### src/rtl/db_bounce_gen_pkg.sv
// db_pkg: shared types and constants for the bounce emulator and the
// debouncer checks that sit downstream of it.
package db_pkg;

  localparam int LFSR_W   = 16;
  localparam int DB_LIMIT = 4;

  // Button line order on btn[]
  localparam int CH_HS      = 0;
  localparam int CH_VS      = 1;
  localparam int CH_DF_UART = 2;
  localparam int CH_DF_VGA  = 3;

  typedef enum logic [1:0] {IDLE, BOUNCE, SETTLE} state_e;
  typedef enum logic {PH_A, PH_B} phase_e;

  // One Fibonacci step, taps 16,14,13,11, new bit shifted in at the bottom
  function automatic logic [LFSR_W-1:0] lfsrNext(input logic [LFSR_W-1:0] cur);
    return {cur[LFSR_W-2:0], cur[15] ^ cur[13] ^ cur[12] ^ cur[10]};
  endfunction

endpackage

### src/rtl/db_bounce_gen_if.sv
// db_bounce_gen_if: command handshake plus the emulated button lines.
// master = command initiator, slave = the bounce generator.
interface db_bounce_gen_if #(
  parameter int NUM_CH = 4
) ();

  localparam int CH_W = (NUM_CH > 1) ? $clog2(NUM_CH) : 1;

  logic              cmd_valid;
  logic              cmd_ready;
  logic [CH_W-1:0]   cmd_ch;
  logic              cmd_level;
  logic [NUM_CH-1:0] btn;
  logic              busy;
  logic              done;
  logic              err;

  modport master (
    output cmd_valid, cmd_ch, cmd_level,
    input  cmd_ready, btn, busy, done, err
  );

  modport slave (
    input  cmd_valid, cmd_ch, cmd_level,
    output cmd_ready, btn, busy, done, err
  );

endinterface

### src/rtl/db_bounce_gen_lfsr16.sv
// db_lfsr16: free-running 16-bit pseudo-random source with synchronous load.
// A load wins over a step on the same edge.
module db_lfsr16
  import db_pkg::*;
#(
  parameter logic [LFSR_W-1:0] SEED = 16'hACE1
) (
  input  logic              clk,
  input  logic              rst,
  input  logic              step_i,
  input  logic              load_i,
  input  logic [LFSR_W-1:0] load_val_i,
  output logic [LFSR_W-1:0] state_o
);

  logic [LFSR_W-1:0] state_q;

  // Hold the shift register: reset to SEED, reload on request, else step
  always_ff @(posedge clk or posedge rst) begin
    if (rst) begin
      state_q <= SEED;
    end else if (load_i) begin
      state_q <= load_val_i;
    end else if (step_i) begin
      state_q <= lfsrNext(state_q);
    end
  end

  assign state_o = state_q;

endmodule

### src/rtl/db_bounce_gen.sv
// db_bounce_gen: turns clean per-channel level commands into bouncing
// button lines. Each accepted command plays k glitches (level, then its
// inverse) and then holds the target level clean for SETTLE_CYC cycles.
// Optional macro DB_BOUNCE_GEN_SEED_PORT_EN adds seed_load/seed_val so the
// LFSR can be reseeded while idle.
module db_bounce_gen
  import db_pkg::*;
#(
  parameter int                NUM_CH     = 4,
  parameter int                MAX_BOUNCE = 3,
  parameter int                GLITCH_MAX = 3,
  parameter int                SETTLE_CYC = 8,
  parameter logic [LFSR_W-1:0] SEED       = 16'hACE1
) (
  input  logic              clk,
  input  logic              rst,
`ifdef DB_BOUNCE_GEN_SEED_PORT_EN
  input  logic              seed_load,
  input  logic [LFSR_W-1:0] seed_val,
`endif
  db_bounce_gen_if.slave    bus
);

  localparam int CH_W  = (NUM_CH > 1) ? $clog2(NUM_CH) : 1;
  localparam int CNT_W = $clog2(((SETTLE_CYC > 16) ? SETTLE_CYC : 16) + 1);

  if (GLITCH_MAX < 1 || GLITCH_MAX > 15 || MAX_BOUNCE < 0 || MAX_BOUNCE > 15 ||
      SEED == '0 || SETTLE_CYC < DB_LIMIT + 1) begin : gBadParams
    $error("db_bounce_gen: illegal parameter set");
  end

  state_e            state_q, state_d;
  phase_e            phase_q, phase_d;
  logic [CNT_W-1:0]  cnt_q, cnt_d;
  logic [3:0]        left_q, left_d;
  logic [CH_W-1:0]   ch_q, ch_d;
  logic              lvl_q, lvl_d;
  logic [NUM_CH-1:0] btn_q, btn_d;
  logic              done_q, done_d;
  logic              err_q, err_d;

  logic [LFSR_W-1:0] lfsr;
  logic              lfsrLoad;
  logic [LFSR_W-1:0] lfsrLoadVal;
  logic [3:0]        unused_lfsr_hi;
  logic              accept;
  logic              chBad;
  logic [3:0]        kVal;
  logic [CNT_W-1:0]  glen;

`ifdef DB_BOUNCE_GEN_SEED_PORT_EN
  assign lfsrLoad    = seed_load && (state_q == IDLE);
  assign lfsrLoadVal = (seed_val == '0) ? SEED : seed_val;
`else
  assign lfsrLoad    = 1'b0;
  assign lfsrLoadVal = SEED;
`endif

  db_lfsr16 #(.SEED(SEED)) uLfsr (
    .clk        (clk),
    .rst        (rst),
    .step_i     (1'b1),
    .load_i     (lfsrLoad),
    .load_val_i (lfsrLoadVal),
    .state_o    (lfsr)
  );

  assign unused_lfsr_hi = lfsr[15:12];
  assign accept = bus.cmd_valid && (state_q == IDLE);
  assign chBad  = (32'(bus.cmd_ch) >= NUM_CH);
  assign kVal   = 4'(lfsr[7:0] % 8'(MAX_BOUNCE + 1));
  assign glen   = CNT_W'(lfsr[11:8] % 4'(GLITCH_MAX)) + CNT_W'(1);

  // State and registered outputs; reset drops every line immediately
  always_ff @(posedge clk or posedge rst) begin
    if (rst) begin
      state_q <= IDLE;
      phase_q <= PH_A;
      cnt_q   <= '0;
      left_q  <= '0;
      ch_q    <= '0;
      lvl_q   <= 1'b0;
      btn_q   <= '0;
      done_q  <= 1'b0;
      err_q   <= 1'b0;
    end else begin
      state_q <= state_d;
      phase_q <= phase_d;
      cnt_q   <= cnt_d;
      left_q  <= left_d;
      ch_q    <= ch_d;
      lvl_q   <= lvl_d;
      btn_q   <= btn_d;
      done_q  <= done_d;
      err_q   <= err_d;
    end
  end

  // Sequencing: cnt_q counts down the cycles left in the current phase
  always_comb begin
    state_d = state_q;
    phase_d = phase_q;
    cnt_d   = cnt_q;
    left_d  = left_q;
    ch_d    = ch_q;
    lvl_d   = lvl_q;
    case (state_q)
      IDLE: begin
        if (accept && !chBad) begin
          ch_d  = bus.cmd_ch;
          lvl_d = bus.cmd_level;
          if (kVal != 4'd0) begin
            state_d = BOUNCE;
            phase_d = PH_A;
            left_d  = kVal;
            cnt_d   = glen;
          end else begin
            state_d = SETTLE;
            cnt_d   = CNT_W'(SETTLE_CYC);
          end
        end
      end
      BOUNCE: begin
        if (cnt_q == CNT_W'(1)) begin
          if (phase_q == PH_A) begin
            phase_d = PH_B;
            cnt_d   = glen;
          end else if (left_q == 4'd1) begin
            state_d = SETTLE;
            cnt_d   = CNT_W'(SETTLE_CYC);
          end else begin
            left_d  = left_q - 4'd1;
            phase_d = PH_A;
            cnt_d   = glen;
          end
        end else begin
          cnt_d = cnt_q - CNT_W'(1);
        end
      end
      SETTLE: begin
        if (cnt_q == CNT_W'(1)) begin
          state_d = IDLE;
        end else begin
          cnt_d = cnt_q - CNT_W'(1);
        end
      end
      default: state_d = IDLE;
    endcase
  end

  // Line levels and pulses for the next cycle, decided at phase boundaries
  always_comb begin
    btn_d  = btn_q;
    done_d = 1'b0;
    err_d  = 1'b0;
    case (state_q)
      IDLE: begin
        if (accept) begin
          if (chBad) begin
            err_d = 1'b1;
          end else begin
            btn_d[bus.cmd_ch] = bus.cmd_level;
          end
        end
      end
      BOUNCE: begin
        if (cnt_q == CNT_W'(1)) begin
          btn_d[ch_q] = (phase_q == PH_A) ? ~lvl_q : lvl_q;
        end
      end
      SETTLE: begin
        if (cnt_q == CNT_W'(1)) begin
          done_d = 1'b1;
        end
      end
      default: ;
    endcase
  end

  assign bus.cmd_ready = (state_q == IDLE);
  assign bus.busy      = (state_q != IDLE);
  assign bus.btn       = btn_q;
  assign bus.done      = done_q;
  assign bus.err       = err_q;

endmodule

### src/flat_wrapper.sv
// flat-port wrapper written by rule: the top's interface ports become plain ports
module db_bounce_gen_flat import db_pkg::*;
#(
  parameter int                NUM_CH     = 4,
  parameter int                MAX_BOUNCE = 3,
  parameter int                GLITCH_MAX = 3,
  parameter int                SETTLE_CYC = 8,
  parameter logic [LFSR_W-1:0] SEED       = 16'hACE1
)
  (clk, rst, bus_cmd_valid, bus_cmd_ch, bus_cmd_level, bus_cmd_ready, bus_btn, bus_busy, bus_done, bus_err);
  db_bounce_gen_if #(.NUM_CH(NUM_CH)) bus_i ();
  input  logic clk;
  input  logic rst;
  input wire logic [$bits(bus_i.cmd_valid)-1:0] bus_cmd_valid;
  input wire logic [$bits(bus_i.cmd_ch)-1:0] bus_cmd_ch;
  input wire logic [$bits(bus_i.cmd_level)-1:0] bus_cmd_level;
  output wire logic [$bits(bus_i.cmd_ready)-1:0] bus_cmd_ready;
  output wire logic [$bits(bus_i.btn)-1:0] bus_btn;
  output wire logic [$bits(bus_i.busy)-1:0] bus_busy;
  output wire logic [$bits(bus_i.done)-1:0] bus_done;
  output wire logic [$bits(bus_i.err)-1:0] bus_err;
  assign bus_i.cmd_valid = bus_cmd_valid;
  assign bus_i.cmd_ch = bus_cmd_ch;
  assign bus_i.cmd_level = bus_cmd_level;
  assign bus_cmd_ready = bus_i.cmd_ready;
  assign bus_btn = bus_i.btn;
  assign bus_busy = bus_i.busy;
  assign bus_done = bus_i.done;
  assign bus_err = bus_i.err;
  db_bounce_gen #(.NUM_CH(NUM_CH), .MAX_BOUNCE(MAX_BOUNCE), .GLITCH_MAX(GLITCH_MAX), .SETTLE_CYC(SETTLE_CYC), .SEED(SEED)) u_core (.clk(clk), .rst(rst), .bus(bus_i));
endmodule
### config.mk
export PLATFORM = sky130hd
export DESIGN_NAME = db_bounce_gen_flat
export DESIGN_NICKNAME = d
export VERILOG_FILES = /design/src/rtl/db_bounce_gen_pkg.sv /design/src/rtl/db_bounce_gen_if.sv /design/src/rtl/db_bounce_gen_lfsr16.sv /design/src/rtl/db_bounce_gen.sv /design/src/flat_wrapper.sv
export SDC_FILE = /design/constraint.sdc
export NUM_CORES = 1
export LEC_CHECK = 0
export ABC_AREA = 1
export CAP_MARGIN = 10
export CORE_ASPECT_RATIO = 1.5
export CORE_UTILIZATION = 40
export DETAILED_ROUTE_END_ITERATION = 7
export PLACE_DENSITY = 0.7
export SLEW_MARGIN = 30
export SYNTH_ARGS = -nofsm -noshare
export SYNTH_HDL_FRONTEND = slang
export SYNTH_SLANG_ARGS = --single-unit
### constraint.sdc
create_clock -name clk -period 7.7 [get_ports clk]
set_input_delay 0.77 -clock clk [delete_from_list [all_inputs] [get_ports clk]]
set_output_delay 0.77 -clock clk [all_outputs]
set_load 0.02 [all_outputs]
==> results.ini <==
[logic_synthesis]
async_reset_ff_share_pct=100
synthTopCellsByArea=dfrtp_1, dfstp_2, nand2_1, inv_1, ha_1
synth_fp_nets=281
synth_top_area_cell=dfrtp_1
synthesis.area_mm2=0.00216
yosysWarnings=0
yosysTopAreaCellShare_pct=32.4
synth_edf_count=0
synthCells=264
seq_area_frac_synth_pct=42.1
ys_types=40
synthFlopType=dfrtp_1
synth_seq_cells=36
syn-mean-instance-area_um2=8.20

[worst_setup_path]
path_depth=18
worst-path-buf-inv=2
cpPeakStageDelay_ns=0.60
crit_required_ns=7.92
path_delay_family=simple AND/OR/NAND/NOR gates
arrival_ns=3.13
crit_type=flip-flop to flip-flop
worst-r2r-cell-count=18
r2r-start=u_core.uLfsr.state_o[10]$_DFF_PP1_
r2r-end=u_core.cnt_q[4]$_DFFE_PP0P_
slowest_stage=dfstp_2
worstSetupStartpointType=flip-flop
cp_cell_sequence=ha_1 -> inv_1 -> nand2_2 -> nand2_4 -> nand3_4 -> nand2_1 -> and2_1 -> ha_1 -> a21oi_2 -> nand4_4 -> nand2_1 -> o21ai_1 -> inv_1 -> ha_1 -> nand3_1 -> o21ai_1 -> nand3_1 -> a21oi_1
reg2reg_slack_ns=4.79
cp_common_cell=ha_1
critPathCaptureType=flip-flop
crit_fanout=8

[cts]
clkTransAtPathRegs_ns=0.08
clockRootBuffer=clkbuf_8
tritoncts=done
numCtsBuffers=5
cts_hold_repair.buffers=0
cts_sinks=36
postCtsSetupBuffers=0
cts-htree-levels=2
clk_latency_ns=0.28
clk_path_buf_depth=2
ctsResizeCount=0

[min_path]
hold_end=u_core.uLfsr.state_o[5]$_DFF_PP1_
hold_start=u_core.uLfsr.state_o[4]$_DFF_PP0_
whs_path_depth=0
hold_path.class=flip-flop to flip-flop

[timing]
finalSetupViolCount=0
drv_slew=0
setup_ws_ns=4.79
fin_skew_ns=0.00715
fmax_ghz=0.343
fin_crit_ns=2.91
fin_crit_sh_pct=37.8
hold_violations=0
fin_tns_setup_ns=0
rsz0062_at_grt=false

[power_and_ir_drop]
p_leak_nw=1.18
switching_share_pct=36.0
p_switching_uw=239
peakVddDrop_mv=0.191
clkPwrFrac_pct=24.7
p_int_uw=425
powerDensity_mw_per_mm2=269
sequentialPowerShare_pct=39.3
combPwrFrac_pct=36.0

[global_routing]
grt_max_degree=37
grtUsageTotal_pct=15.8
antenna_found_initial=0
grt_pass1_wl_um=6860
overflow=0
grt_pass1_vias=1615

[finish]
filler_cell_count=501
antennaDiodeCount=0
fin_cells=349
final_core_util_pct=47.7
layout.nets=297
drive_gt1_share_pct=15.7
final_area_mm2=0.00246
syn_to_final_growth_pct=13.9

[floorplanning]
die-area_mm2=0.00572
start_util_pct=41.9
io_pins=14
coreArea_mm2=0.00516
placementRows=32
die_w_um=62.1
die-height_um=92.1

[routing]
first_iter_violations=73
drc_errors=0
ant_nets=0
wl_um=3940
vias=1704
wl_per_cell_um=11.3
viasPerCell=4.88
dr.pass1.iters=4

[placed_design]
post_dp_cell_area_mm2=0.00235
numPortBuffers=12
gp_congestion=0.856
dp.cells=341
dp_hpwl_um=2970
pre_cts_slack_ns=4.82

[status]
status=complete, no violations

[flow_run]
drv_cap=0

[cell families after synthesis]
group                      share of synthesized area (%)
AOI/OAI and AO/OA                                   10.9
xor gates and xnor gates                            2.83
adders and majority gates                           6.36
buffers and inverters                               8.38
DFF                                                 42.1
muxes                                               2.08
other                                              0.173
and+or+nand+nor                                     27.2
[layer usage]
layer	vias up	wire length [µm]	global-route usage, %
li1	882	-	-
met3	5	117	3.39
met2	26	1990	26.4
met5	-	0	0
met4	0	57	5.37
met1	791	1770	19.3
[cells in the mapped netlist (3+ instances only)]
cell,number
nand2_2,7
xor2_1,4
o22ai_1,6
nand3_1,17
ha_1,11
nand4_1,3
nand2_1,53
o21ai_0,15
nor3_1,3
xnor2_1,3
a21oi_1,6
dfstp_2,8
dfrtp_1,28
inv_1,38
nor2_1,23
nand3_2,4
mux2_2,4
o21ai_1,3
[how the worst max path moves through the flow]
| stage | start | to |
|---|---|---|
| 2_1_floorplan | u_core.uLfsr.state_o[10]$_DFF_PP1_ | u_core.cnt_q[4]$_DFFE_PP0P_ |
| 3_3_place_gp | u_core.uLfsr.state_o[10]$_DFF_PP1_ | u_core.cnt_q[4]$_DFFE_PP0P_ |
| 3_5_place_dp | u_core.uLfsr.state_o[10]$_DFF_PP1_ | u_core.cnt_q[4]$_DFFE_PP0P_ |
| 4_1_cts | u_core.uLfsr.state_o[10]$_DFF_PP1_ | u_core.cnt_q[4]$_DFFE_PP0P_ |
| 5_1_grt | u_core.uLfsr.state_o[10]$_DFF_PP1_ | u_core.cnt_q[4]$_DFFE_PP0P_ |
| 6_report | u_core.uLfsr.state_o[10]$_DFF_PP1_ | u_core.cnt_q[4]$_DFFE_PP0P_ |
[cells in the final DEF (no fill, tap or decap), types with 2 or more instances in the layout]
master and n:
o22ai_1 6, a31oi_1 2, nand3_2 4, o21ai_0 15, nor2_2 2, nand3_1 17
a21oi_1 6, o21ai_1 3, mux2_2 4, nand2_2 7, o211ai_1 2, inv_2 2
inv_1 38, clkbuf_8 5, nor3_1 3, dfrtp_1 28, dfstp_2 8, clkinv_1 2
xor2_1 4, xnor2_1 3, nor2_1 23, nand2_1 53, ha_1 11, nand4_1 3
clkdlybuf4s50_1 12
[cell type report]
| class | count | area (µm²) | share of cell area (%) |
|---|---|---|---|
| inverters | 42 | 158 | 6.40 |
| well taps | 68 | 85.1 | 3.45 |
| flip-flops and latches | 36 | 911 | 37.0 |
| multi-input cells | 182 | 1070 | 43.5 |
| clock buffers | 5 | 68.8 | 2.79 |
| clock inverters | 3 | 42.5 | 1.73 |
| repair buffers | 13 | 128 | 5.18 |
[state kept, by name, summed over array words and instances, names as in the netlist]
signal / count
u_core.bus.btn: 4
u_core.bus.done: 1
u_core.ch_q: 2
u_core.cnt_q: 5
u_core.left_q: 4
u_core.lvl_q: 1
u_core.phase_q: 1
u_core.state_q: 2
u_core.uLfsr.state_o: 16
[power by group through the flow]
stage | clock network, mW | registers, mW | logic (mW)
6_report | 0.164 | 0.261 | 0.239
5_1_grt | 0.177 | 0.266 | 0.269
4_1_cts | 0.169 | 0.261 | 0.240
3_5_place_dp | 0 | 0.263 | 0.238
3_3_place_gp | 0 | 0.263 | 0.236
2_1_floorplan | 0 | 0.269 | 0.165
[through the flow]
stage          total power, mW  hold WS (ns)
2_1_floorplan            0.434         0.331
3_3_place_gp             0.499         0.335
3_5_place_dp             0.502         0.339
4_1_cts                  0.669         0.358
5_1_grt                  0.713         0.360
6_report                 0.664         0.353
No activity file was read; power rests on OpenSTA's default activity.
